**config.mk**
```make
export PLATFORM = sky130hd
export DESIGN_NAME = load_store_unit
export DESIGN_NICKNAME = d
export VERILOG_FILES = /design/src/rtl/lsu_pkg.sv /design/src/rtl/lsu_lane_align.sv /design/src/rtl/load_store_unit.sv
export SDC_FILE = /design/constraint.sdc
export NUM_CORES = 1
export LEC_CHECK = 0
export CORE_MARGIN = 2
export CORE_UTILIZATION = 45
export CTS_BUF_LIST = sky130_fd_sc_hd__clkbuf_4
export DETAILED_ROUTE_END_ITERATION = 12
export PLACE_DENSITY = 0.76
export SETUP_SLACK_MARGIN = 0.4
export SKIP_LAST_GASP = 1
export SYNTH_ARGS = -nofsm -noshare
export SYNTH_HDL_FRONTEND = slang
export SYNTH_SLANG_ARGS = --single-unit
```
**constraint.sdc**
```tcl
create_clock -name i_clk -period 3.15 [get_ports i_clk]
set_clock_uncertainty 0.2 [all_clocks]
set_input_delay 0.4725 -clock i_clk [delete_from_list [all_inputs] [get_ports i_clk]]
set_output_delay 0.4725 -clock i_clk [all_outputs]
set_load 0.01 [all_outputs]
```
**src/rtl/lsu_pkg.sv**
```systemverilog
// Shared types and helpers for the load/store unit: access sizes, FSM states
// and the alignment check applied when a request is accepted.
package lsu_pkg;

  typedef enum logic [1:0] {
    SZ_BYTE = 2'b00,
    SZ_HALF = 2'b01,
    SZ_WORD = 2'b10,
    SZ_RSVD = 2'b11
  } size_e;

  typedef enum logic [2:0] {
    ST_IDLE    = 3'd0,
    ST_RD_ADDR = 3'd1,
    ST_RD_CAP  = 3'd2,
    ST_WR      = 3'd3,
    ST_RESP    = 3'd4
  } lsu_state_e;

  function automatic logic is_misaligned(input size_e size, input logic [1:0] lo);
    logic mis;
    case (size)
      SZ_HALF: mis = lo[0];
      SZ_WORD: mis = (lo != 2'b00);
      default: mis = 1'b0;
    endcase
    return mis;
  endfunction

endpackage

```
**src/rtl/lsu_lane_align.sv**
```systemverilog
// Byte/halfword lane handling: load extraction with sign/zero extension and
// store merging of sub-word data into a previously read word.
module lsu_lane_align
  import lsu_pkg::*;
(
  input  logic [31:0] word,
  input  logic [1:0]  lo,
  input  size_e       size,
  input  logic        is_unsigned,
  input  logic [31:0] wdata,
  output logic [31:0] load_data,
  output logic [31:0] store_data
);

  logic [7:0]  byte_s;
  logic [15:0] half_s;

  // Lane selection, extension and merge
  always_comb begin
    byte_s     = 8'h00;
    half_s     = 16'h0000;
    load_data  = 32'h0000_0000;
    store_data = word;

    case (lo)
      2'b00:   byte_s = word[7:0];
      2'b01:   byte_s = word[15:8];
      2'b10:   byte_s = word[23:16];
      2'b11:   byte_s = word[31:24];
      default: byte_s = 8'h00;
    endcase

    if (lo[1]) begin
      half_s = word[31:16];
    end else begin
      half_s = word[15:0];
    end

    case (size)
      SZ_BYTE: load_data = {{24{byte_s[7] & ~is_unsigned}}, byte_s};
      SZ_HALF: load_data = {{16{half_s[15] & ~is_unsigned}}, half_s};
      SZ_WORD: load_data = word;
      default: load_data = 32'h0000_0000;
    endcase

    case (size)
      SZ_BYTE: begin
        case (lo)
          2'b00:   store_data[7:0]   = wdata[7:0];
          2'b01:   store_data[15:8]  = wdata[7:0];
          2'b10:   store_data[23:16] = wdata[7:0];
          2'b11:   store_data[31:24] = wdata[7:0];
          default: store_data        = word;
        endcase
      end
      SZ_HALF: begin
        if (lo[1]) begin
          store_data[31:16] = wdata[15:0];
        end else begin
          store_data[15:0] = wdata[15:0];
        end
      end
      SZ_WORD: store_data = wdata;
      default: store_data = word;
    endcase
  end

endmodule

```
**src/rtl/load_store_unit.sv**
```systemverilog
// Load/store unit in front of a word-only data memory. Sub-word stores run as
// read-modify-write; misaligned or reserved-size requests respond with err.
module load_store_unit
  import lsu_pkg::*;
(
  input  logic        i_clk,
  input  logic        i_rst_n,
  input  logic        i_req_valid,
  output logic        o_req_ready,
  input  logic        i_req_we,
  input  logic [1:0]  i_req_size,
  input  logic        i_req_unsigned,
  input  logic [31:0] i_req_addr,
  input  logic [31:0] i_req_wdata,
  output logic        o_rsp_valid,
  input  logic        i_rsp_ready,
  output logic [31:0] o_rsp_rdata,
  output logic        o_rsp_err,
  output logic [31:0] o_mem_A,
  output logic [31:0] o_mem_WD,
  output logic        o_mem_WE,
  input  logic [31:0] i_mem_RD
);

  lsu_state_e  state_r;
  logic [31:0] addr_r;
  size_e       size_r;
  logic        we_r;
  logic        uns_r;
  logic [31:0] wdata_r;

  size_e       req_size_s;
  logic        req_err_s;
  logic [31:0] load_data_s;
  logic [31:0] store_data_s;

  assign req_size_s  = size_e'(i_req_size);
  assign req_err_s   = (req_size_s == SZ_RSVD) || is_misaligned(req_size_s, i_req_addr[1:0]);
  assign o_req_ready = (state_r == ST_IDLE);

  // Lane logic works straight off the memory read data during RD_CAP
  lsu_lane_align u_lane_align (
    .word        (i_mem_RD),
    .lo          (addr_r[1:0]),
    .size        (size_r),
    .is_unsigned (uns_r),
    .wdata       (wdata_r),
    .load_data   (load_data_s),
    .store_data  (store_data_s)
  );

  // Request FSM with registered memory and response outputs
  always_ff @(posedge i_clk or negedge i_rst_n) begin
    if (!i_rst_n) begin
      state_r     <= ST_IDLE;
      addr_r      <= 32'h0000_0000;
      size_r      <= SZ_BYTE;
      we_r        <= 1'b0;
      uns_r       <= 1'b0;
      wdata_r     <= 32'h0000_0000;
      o_rsp_valid <= 1'b0;
      o_rsp_rdata <= 32'h0000_0000;
      o_rsp_err   <= 1'b0;
      o_mem_A     <= 32'h0000_0000;
      o_mem_WD    <= 32'h0000_0000;
      o_mem_WE    <= 1'b0;
    end else begin
      case (state_r)
        ST_IDLE: begin
          if (i_req_valid) begin
            addr_r  <= i_req_addr;
            size_r  <= req_size_s;
            we_r    <= i_req_we;
            uns_r   <= i_req_unsigned;
            wdata_r <= i_req_wdata;
            if (req_err_s) begin
              o_rsp_valid <= 1'b1;
              o_rsp_rdata <= 32'h0000_0000;
              o_rsp_err   <= 1'b1;
              state_r     <= ST_RESP;
            end else begin
              o_mem_A <= {i_req_addr[31:2], 2'b00};
              if (i_req_we && (req_size_s == SZ_WORD)) begin
                o_mem_WD <= i_req_wdata;
                o_mem_WE <= 1'b1;
                state_r  <= ST_WR;
              end else begin
                state_r  <= ST_RD_ADDR;
              end
            end
          end else begin
            state_r <= ST_IDLE;
          end
        end
        ST_RD_ADDR: begin
          state_r <= ST_RD_CAP;
        end
        ST_RD_CAP: begin
          if (we_r) begin
            o_mem_A  <= {addr_r[31:2], 2'b00};
            o_mem_WD <= store_data_s;
            o_mem_WE <= 1'b1;
            state_r  <= ST_WR;
          end else begin
            o_rsp_valid <= 1'b1;
            o_rsp_rdata <= load_data_s;
            o_rsp_err   <= 1'b0;
            state_r     <= ST_RESP;
          end
        end
        ST_WR: begin
          o_mem_WE    <= 1'b0;
          o_rsp_valid <= 1'b1;
          o_rsp_rdata <= 32'h0000_0000;
          o_rsp_err   <= 1'b0;
          state_r     <= ST_RESP;
        end
        ST_RESP: begin
          if (i_rsp_ready) begin
            o_rsp_valid <= 1'b0;
            state_r     <= ST_IDLE;
          end else begin
            state_r <= ST_RESP;
          end
        end
        default: begin
          o_mem_WE    <= 1'b0;
          o_rsp_valid <= 1'b0;
          state_r     <= ST_IDLE;
        end
      endcase
    end
  end

endmodule

```
; ---- Yosys cells after proc, flatten, opt, wreduce, memory -nomap -nowiden
; Index checks and enable logic that the tools add are counted.
[classes]
eq_ne = 19
mux = 42
n_bitwise = 5
n_reduce_logical = 15
[ops]
columns = operator, n
row1 = $mux 32, 10
row2 = $pmux 32 s3, 3
row3 = $pmux 32 s2, 2
row4 = $mux 16, 3
row5 = $mux 8, 4
row6 = $pmux 8 s4, 1
row7 = $pmux 3 s5, 1
row8 = $reduce_and 5->1, 3
row9 = $mux 3, 4
row10 = $eq 2x2->1 const B, 5
row11 = $ne 2x2->1 const B, 5
row12 = $mux 1, 9
row13 = $reduce_and 4->1, 2
row14 = $eq 2x1->1 const B, 3
row15 = $eq 3x2->1 const B, 2
row16 = $pmux 1 s3, 2
row17 = $pmux 1 s5, 1
row18 = $logic_not 2->1, 2
row19 = $ne 2x1->1 const B, 2
row20 = $reduce_bool 2->1, 2
row21 = $eq 3x1->1 const B, 1
row22 = $eq 3x3->1 const B, 1
row23 = $logic_not 3->1, 1
row24 = $not 1->1, 3
row25 = 8 further kinds, 9
[word_totals]
ff_bits = 170
input_bits = 104
out_inout_bits = 100
wordCells = 93

; ---- Depth between registers and ports, before layout
; Gate-level depths: netlist of run 1.
[logic_depth]
ltp_word = 6
mapped_depth = 8
depth_no_buf = 6

; ---- Hierarchy
; Synthesis of run 1 repeated with hierarchy kept, for this count alone.
[unflattened]
cells_unflattened = 970
area_unflattened_um2 = 9086.2
[by_module_without_submodules]
columns = mod, n_inst, cells_per_inst, area_per_inst_um2, seq_area_each_um2
row1 = load_store_unit, 1, 704, 7292.0, 4204.0
row2 = lsu_lane_align, 1, 266, 1794.2, 0.0

; ---- Worst setup path before layout of run 1
; Ideal clock, no wire load.
[synth_path]
kind = input to register
startpoint = input i_req_valid
endpoint = register o_mem_WD[16]
setup_time_ns = 0.125
arrival_ns = 2.143
required_ns = 2.825
slack_ns = 0.682
path_stages = 7
cell_sequence = or4b_1 buf_2 a2111oi_4 a21o_1 buf_4 buf_6 mux2_2
[synth_between]
elab_chain_len = 2
[synth_rtl]
columns = element, line
row1 = start: declaration, load_store_unit.sv:8  ; input logic i_req_valid,
row2 = $ne 2x2->1 (no source line), n/a
row3 = $reduce_and 5->1 (no source line), n/a
row4 = end signal: assignment, load_store_unit.sv:84  ; o_mem_WD <= i_req_wdata;
row5 = end signal: assignment, load_store_unit.sv:101  ; o_mem_WD <= store_data_s;
row6 = end: declaration, load_store_unit.sv:20  ; output logic [31:0] o_mem_WD,
; No other way between the ends.
; A chain may end at the register's enable or synchronous reset.

; ---- Final worst setup path of run 1
[layout_path]
startpoint = register state_r[0]
endpoint = register o_mem_A[26]
[layout_between]
elab_chain_len = 3
[layout_rtl]
columns = element, line
row1 = start: declaration, load_store_unit.sv:25  ; lsu_state_e state_r;
row2 = start signal: assignment, load_store_unit.sv:55  ; state_r <= ST_IDLE;
row3 = start signal: assignment, load_store_unit.sv:80  ; state_r <= ST_RESP;
row4 = start signal: assignment, load_store_unit.sv:86  ; state_r <= ST_WR;
row5 = $eq 3x2->1 or $logic_not 3->1 (tied branches), load_store_unit.sv:68  ; case (state_r)
row6 = $ne 2x2->1 (no source line) or $reduce_bool 2->1 (tied branches), n/a
row7 = $reduce_and 4->1 (no source line), n/a
row8 = end signal: assignment, load_store_unit.sv:82  ; o_mem_A <= {i_req_addr[31:2], 2'b00};
row9 = end signal: assignment, load_store_unit.sv:100  ; o_mem_A <= {addr_r[31:2], 2'b00};
row10 = end: declaration, load_store_unit.sv:19  ; output logic [31:0] o_mem_A,
; Parallel ways exist; a longest one is shown, timed or not.

==> summary.txt, run 1 <==
Place
  • Dpl hpwl: 19900 um
  • IO Port Bufs: 201
  • Area post-placement: 11600 um2
  • RePlAce Congestion: 0.917

Pwr
  • Design Power: 11400 uW
  • P per Cell Area: 956 nW/um2
  • Worst VDD drop: 0.422 mV
  • Leakage: 0.00540 uW

Routing
  • Met2 WL: 12900 um
  • First DRT Iteration DRCs: 775
  • Residual DRC: 0
  • M1 WL: 11800 um
  • DR WL/cell: 18.9 um
  • WL final: 27800 um
  • Routed Antenna Nets: 0
  • Met3 wire length: 2120 um
  • Max Used Layer: met5
  • Vias per Instance: 5.72
  • Vias after detailed routing: 8413
  • DR pass1 iterations: 5

CTS
  • CTS tree: built
  • Clock latency on the worst-skew pair: 0.61 ns
  • Setup bufs post-CTS: 0
  • Clock-pin slew on the worst setup and hold paths: 0.16 ns
  • Root Driver: clkbuf_4
  • Cts bufs inserted: 17
  • Sink Count: 168
  • Clock tree buffer depth: 2
  • CTS H-Tree Depth: 4

Synth
  • Ranking of synthesized cells by area: dfrtp_1 45%, nand2_1 14%, mux2_4 4.7%
  • Yosys top cell by area: dfrtp_1
  • YS warnings: 0
  • Top cell type's share of synthesized area: 0.453
  • Number of synthesized register bits: 168
  • Top FF cell, synth: dfrtp_1
  • Synth unique cells: 52
  • Post-synth EDFFs: 0
  • Syn avg cell area: 9.10 um2
  • Cell count after synthesis: 1021
  • Post-Syn Area: 9290 um2
  • Post-synthesis sequential area ratio: 0.453
  • Fraction of registers with async set/reset: 1.00

Timing
  • Slew at the pin closest to its max-slew limit: 0.992 ns
  • Unrepaired setup endpoints after global routing: false
  • Setup_tns: 0 ns
  • Fin crit share: 0.832
  • Slew HR: 0.338
  • Final max-slew violation count: 0
  • Final number of hold-violating endpoints: 0
  • Fmax achieved: 382 MHz
  • Setup violators final: 0
  • Min Tclk post-route: 2.62 ns

Die
  • Die ar.: 21800 um2
  • Site row count: 52
  • I/O pins: 204
  • Core ar.: 20200 um2
  • Chip width: 148 um
  • Initial Utilization: 0.459
  • Die height: 148 um

Global route
  • Initial antenna violation count: 2
  • Congestion Overflow GR: 0
  • Largest net degree at the start of global routing: 79
  • Global Route Usage Sum: 0.258
  • Number of global-route vias before repair: 7903
  • Global-route wire length before repair: 43900 um

Final layout
  • Proportion of layout cells with a drive suffix above 1: 0.126
  • Fill cells: 1746
  • Post-route cell area: 11900 um2
  • Core Util, Final: 0.589
  • Synth-to-layout area growth: 28.3%
  • Register Area: 4210 um2
  • Final net count: 1293
  • Multi-input logic area: 4630 um2

Hold path
  • Hold Crit Class: input port to flop
  • Hold Path Cell Cnt: 3

Critical path
  • Worst Setup Start Kind: flop
  • Worst path cell trace: or4b_2, a2111oi_4, buf_4, nor2_4, buf_12, mux2_4
  • Crit Path Class: flop to flop
  • Worst endpoint required time: 3.45 ns
  • Crit path max fanout: 15
  • Slowest CP cell: or4b_2
  • Data arrival time of the critical path: 2.92 ns
  • CP peak stage delay: 0.74 ns
  • Register-to-Register Path Depth: 6
  • Endpoint class of the critical path: flop

Flow run
  • Maxcap violations: 0

Status
  • Outcome: finished clean
## layout by cell type, fill, tap and decap left out, drive strengths merged, types with 12 or more instances in the layout
cell and n:
mux2i 18, buf 37, clkdlybuf4s50 199, nand3 18, o211ai 38, a21oi 32
dfrtp 168, o21ai 19, inv 15, nand2 349, clkbuf 17, mux2 65
clkinv 12, a22o 24, nor2 29, a31oi 31
## cells by family after synthesis
kind of cell,count (synthesis),synth area share
AO/OA/AOI/OAI,213,0.164
buffers and inverters,106,0.0508
adder cells (fa/ha/maj),3,0.00404
other,1,0.000404
multiplexers,91,0.129
AND/OR/NAND/NOR,439,0.199
flip-flops,168,0.453
## worst max-delay path: cells and delay by family (launching register included)
family	cells	cell delay [ns]
AO/OA/AOI/OAI	1	0.36
buffers and inverters	2	0.42
flip-flops	1	0.41
multiplexers	1	0.30
AND/OR/NAND/NOR	2	0.81
## sequential cells by signal, indices dropped and copies added (netlist names), 2 cells and up
name / cells
state_r: 3
o_mem_WD: 32
o_mem_A: 30
wdata_r: 32
size_r: 2
addr_r: 32
o_rsp_rdata: 32
## path summary, 6_finish.rpt
path,slack (ns),to,start
min in group asynchronous,0.22,o_rsp_rdata[11],i_rst_n
worst min register to register,0.30,addr_r[21],addr_r[21]
worst max-delay path,0.53,o_mem_A[26],state_r[0]
max in group asynchronous,1.70,o_rsp_rdata[3],i_rst_n
worst max register to register,0.53,o_mem_A[26],state_r[0]
worst min-delay path,0.19,uns_r,i_req_unsigned
## Yosys cell counts (12+ instances only)
cell type / count
mux2i_1: 18
mux2_2: 24
inv_1: 12
nand2_1: 349
nor2_1: 28
a31oi_1: 31
mux2_4: 29
clkbuf_1: 66
mux2_1: 12
a22o_1: 24
o211ai_1: 38
dfrtp_1: 168
a21oi_1: 32
o21ai_0: 19
nand3_1: 18
## metrics by stage
step,worst slack [ns],cells,hold slack [ns]
after floorplan,0.682,1022,-0.0231
after global placement,0.0465,1436,0.256
after detailed placement,0.0406,1436,0.262
after CTS,0.509,1469,0.146
after global routing,0.417,1470,0.150
final,0.530,1470,0.192
## where the power goes
| part | switching (uW) | internal [uW] | total, uW |
|---|---|---|---|
| combinational | 3070 | 2990 | 6060 |
| clock | 957 | 385 | 1340 |
| sequential | 835 | 3150 | 3980 |
## final cells by class
class / instances / area share
Sequential cell: 168 / 0.353
Multi-Input combinational cell: 748 / 0.389
Antenna cell: 1 / 0.000210
Tap cell: 270 / 0.0283
Clock inverter: 15 / 0.0172
Clock buffer: 17 / 0.0107
Timing Repair Buffer: 238 / 0.198
Inverter: 13 / 0.00409
## repair_timing
action                     CTS  global route
hold buffers                 1             0
gates resized for setup      1             0
hold endpoints to repair    63             0
setup endpoints to repair    1             0
## layer usage
metal / up-vias / GRT usage
met4: 2 / 0.101
met3: 68 / 0.0590
met1: 4083 / 0.356
met5: - / 0
li1: 3878 / -
met2: 382 / 0.395
(Power assumes the default switching activity.)
==> run 2, diff against run 1 <==
--- a/config.mk
+++ b/config.mk
@@ -9,7 +9,7 @@
 export CORE_UTILIZATION = 45
 export CTS_BUF_LIST = sky130_fd_sc_hd__clkbuf_4
 export DETAILED_ROUTE_END_ITERATION = 12
-export PLACE_DENSITY = 0.76
+export PLACE_DENSITY = 0.79
 export SETUP_SLACK_MARGIN = 0.4
 export SKIP_LAST_GASP = 1
 export SYNTH_ARGS = -nofsm -noshare
==> constraint.sdc (replaced) <==
create_clock -name i_clk -period 2.4 [get_ports i_clk]
set_clock_uncertainty 0.2 [all_clocks]
set_input_delay 0.36 -clock i_clk [delete_from_list [all_inputs] [get_ports i_clk]]
set_output_delay 0.36 -clock i_clk [all_outputs]
set_load 0.01 [all_outputs]
==> run 2 against run 1 <==
Core utilization up 4.5 points. Critical path depth rose by 3. Non-clock buffer count rose by 67. Global-route usage is 2.5 points higher. Critical endpoint is now o_mem_A[31]. Largest cell class unchanged.
==> summary.txt, run 2 (synthesis results as in run 1) <==
Status
  • Outcome: finished clean (unchanged)

Die
  • Site row count: 52 (unchanged)
  • I/O pins: 204 (unchanged)
  • Chip width: 148 um (unchanged)
  • Initial Utilization: 0.459 (unchanged)
  • Die height: 148 um (unchanged)
  • Core ar.: 20200 um2 (unchanged)
  • Die ar.: 21800 um2 (unchanged)

Global route
  • Global Route Usage Sum: 0.283 (was 0.258)
  • Number of global-route vias before repair: 8535 (was 7903)
  • Global-route wire length before repair: 47900 um (was 43900 um)
  • Largest net degree at the start of global routing: 79 (unchanged)
  • Initial antenna violation count: 2 (unchanged)
  • Congestion Overflow GR: 0 (unchanged)

Hold path
  • Hold Crit Class: input port to async pin (was input port to flop)

Timing
  • Setup violators final: 0 (unchanged)
  • Fmax achieved: 422 MHz
  • Worst Setup Slack, final: 0.0308 ns (was 0.530 ns)
  • Unrepaired setup endpoints after global routing: true (was false)
  • Min Tclk post-route: 2.37 ns
  • Final max-slew violation count: 0 (unchanged)
  • Fin crit share: 0.987
  • Slew at the pin closest to its max-slew limit: 0.593 ns (was 0.992 ns)
  • Final number of hold-violating endpoints: 0 (unchanged)
  • Setup_tns: 0 ns (unchanged)
  • Slew HR: 0.603 (was 0.338)

Flow run
  • Maxcap violations: 0 (unchanged)

Pwr
  • Leakage: 0.00617 uW (was 0.00540 uW)
  • P per Cell Area: 1250 nW/um2 (was 956 nW/um2)
  • Worst VDD drop: 0.499 mV (was 0.422 mV)

Final layout
  • Final net count: 1360 (was 1293)
  • Core Util, Final: 0.633 (was 0.589)
  • Proportion of layout cells with a drive suffix above 1: 0.194 (was 0.126)
  • Non-Filler Instances: 1538 (was 1470)
  • Most common cell after layout, fill and taps aside: nand2_1 (unchanged)
  • Multi-input logic area: 4830 um2 (was 4630 um2)
  • Register Area: 4210 um2 (unchanged)
  • Synth-to-layout area growth: 38.0% (was 28.3%)
  • Commonest cells after routing, fill and taps aside: 349 x nand2_1, 167 x dfrtp_1, 102 x clkdlybuf4s50_1 (was 349 x nand2_1, 199 x clkdlybuf4s50_1, 167 x dfrtp_1)
  • Fill cells: 1607 (was 1746)
  • Post-route cell area: 12800 um2 (was 11900 um2)

Routing
  • Vias after detailed routing: 8895 (was 8413)
  • Residual DRC: 0 (unchanged)
  • Vias per Instance: 5.78 (was 5.72)
  • First DRT Iteration DRCs: 779 (was 775)
  • DR WL/cell: 20.4 um (was 18.9 um)
  • Routed Antenna Nets: 0 (unchanged)
  • WL final: 31400 um (was 27800 um)
  • DR pass1 iterations: 5 (unchanged)

Critical path
  • Crit path max fanout: 12 (was 15)
  • Worst endpoint required time: 2.68 ns (was 3.45 ns)
  • R2r setup slk: 0.04 ns (was 0.53 ns)
  • Crit Path Class: input port to flop (was flop to flop)
  • Endpoint class of the critical path: flop (unchanged)
  • CP peak stage delay: 0.56 ns (was 0.74 ns)
  • WP buf/inv: 4 (was 2)
  • Worst Setup Start Kind: input port (was flop)
  • CP top delay family: buffers and inverters (was simple AND/OR/NAND/NOR gates)
  • Data arrival time of the critical path: 2.65 ns (was 2.92 ns)
  • Worst path cell trace: clkdlybuf4s50_1, ha_4, and3b_2, a2111oi_4, buf_4, buf_8, nor2_4, buf_12, mux2_2 (was or4b_2, a2111oi_4, buf_4, nor2_4, buf_12, mux2_4)
  • Slowest CP cell: clkdlybuf4s50_1 (was or4b_2)

CTS
  • Clock tree buffer depth: 2 (unchanged)
  • Root Driver: clkbuf_4 (unchanged)
  • Clock latency on the worst-skew pair: 0.59 ns (was 0.61 ns)
  • Clock-pin slew on the worst setup and hold paths: 0.16 ns (about the same)
  • CTS tree: built (unchanged)
  • CTS H-Tree Depth: 4 (unchanged)
  • Sink Count: 168 (unchanged)
  • Cts bufs inserted: 17 (unchanged)

Place
  • Inst Count DP: 1463 (was 1436)
  • Place WS: -0.493 ns (was 0.0406 ns)
  • RePlAce Congestion: 0.934 (was 0.917)
  • Area post-placement: 11900 um2 (was 11600 um2)
  • IO Port Bufs: 201 (unchanged)
  • Dpl hpwl: 20600 um (was 19900 um)
## run 2: power by group
| part | leakage (uW) | switching (uW) | internal (uW) |
|---|---|---|---|
| logic | 0.00392 | 4620 | 4410 |
| clock network | 0.000162 | 1090 | 657 |
| registers | 0.00208 | 1040 | 4140 |
| total | 0.00617 | 6760 | 9210 |
## run 2: through the flow
| stage | total power, uW | hold slack (ns) |
|---|---|---|
| 6_report | 16000 | 0.0385 |
| 5_1_grt | 16900 | 0.0410 |
| 4_1_cts | 15500 | 0.0141 |
| 3_5_place_dp | 13500 | 0.115 |
| 3_3_place_gp | 13300 | 0.112 |
| 2_1_floorplan | 10000 | -0.136 |
## run 2: final timing paths
path,start,to,cells past startpoint
max,i_req_size[1],o_mem_A[31],9
min,i_rst_n,o_mem_WD[20],2
max reg2reg,state_r[2],o_mem_A[26],7
min reg2reg,addr_r[13],addr_r[13],2
max in group asynchronous,i_rst_n,addr_r[1],3
min in group i_clk,i_req_unsigned,uns_r,3
## run 2: timing repair
action                                  4_1_cts  5_1_grt
hold endpoints to repair                    168        0
endpoints found under the setup margin      264      160
hold buffers                                  1        0
setup buffers                                23        6
pin swaps                                     7       11
gates resized for setup                     132       30
cloned                                        8        3
## run 2: area by class of cell
cell class / instances / share of cell area
Antenna cell: 2 / 0.000390
Clock buffer: 18 / 0.0105
Clock inverter: 14 / 0.0124
Inverter: 13 / 0.00381
Multi-Input combinational cell: 748 / 0.377
Sequential cell: 168 / 0.328
Tap cell: 270 / 0.0264
Timing Repair Buffer: 305 / 0.242
## run 2: metal layers
metal	wire [um]	global-route usage	share of wire
met2	14900	0.451	0.47
met4	1280	0.110	0.041
met5	0	0	0
met3	2610	0.0546	0.083
met1	12700	0.384	0.40
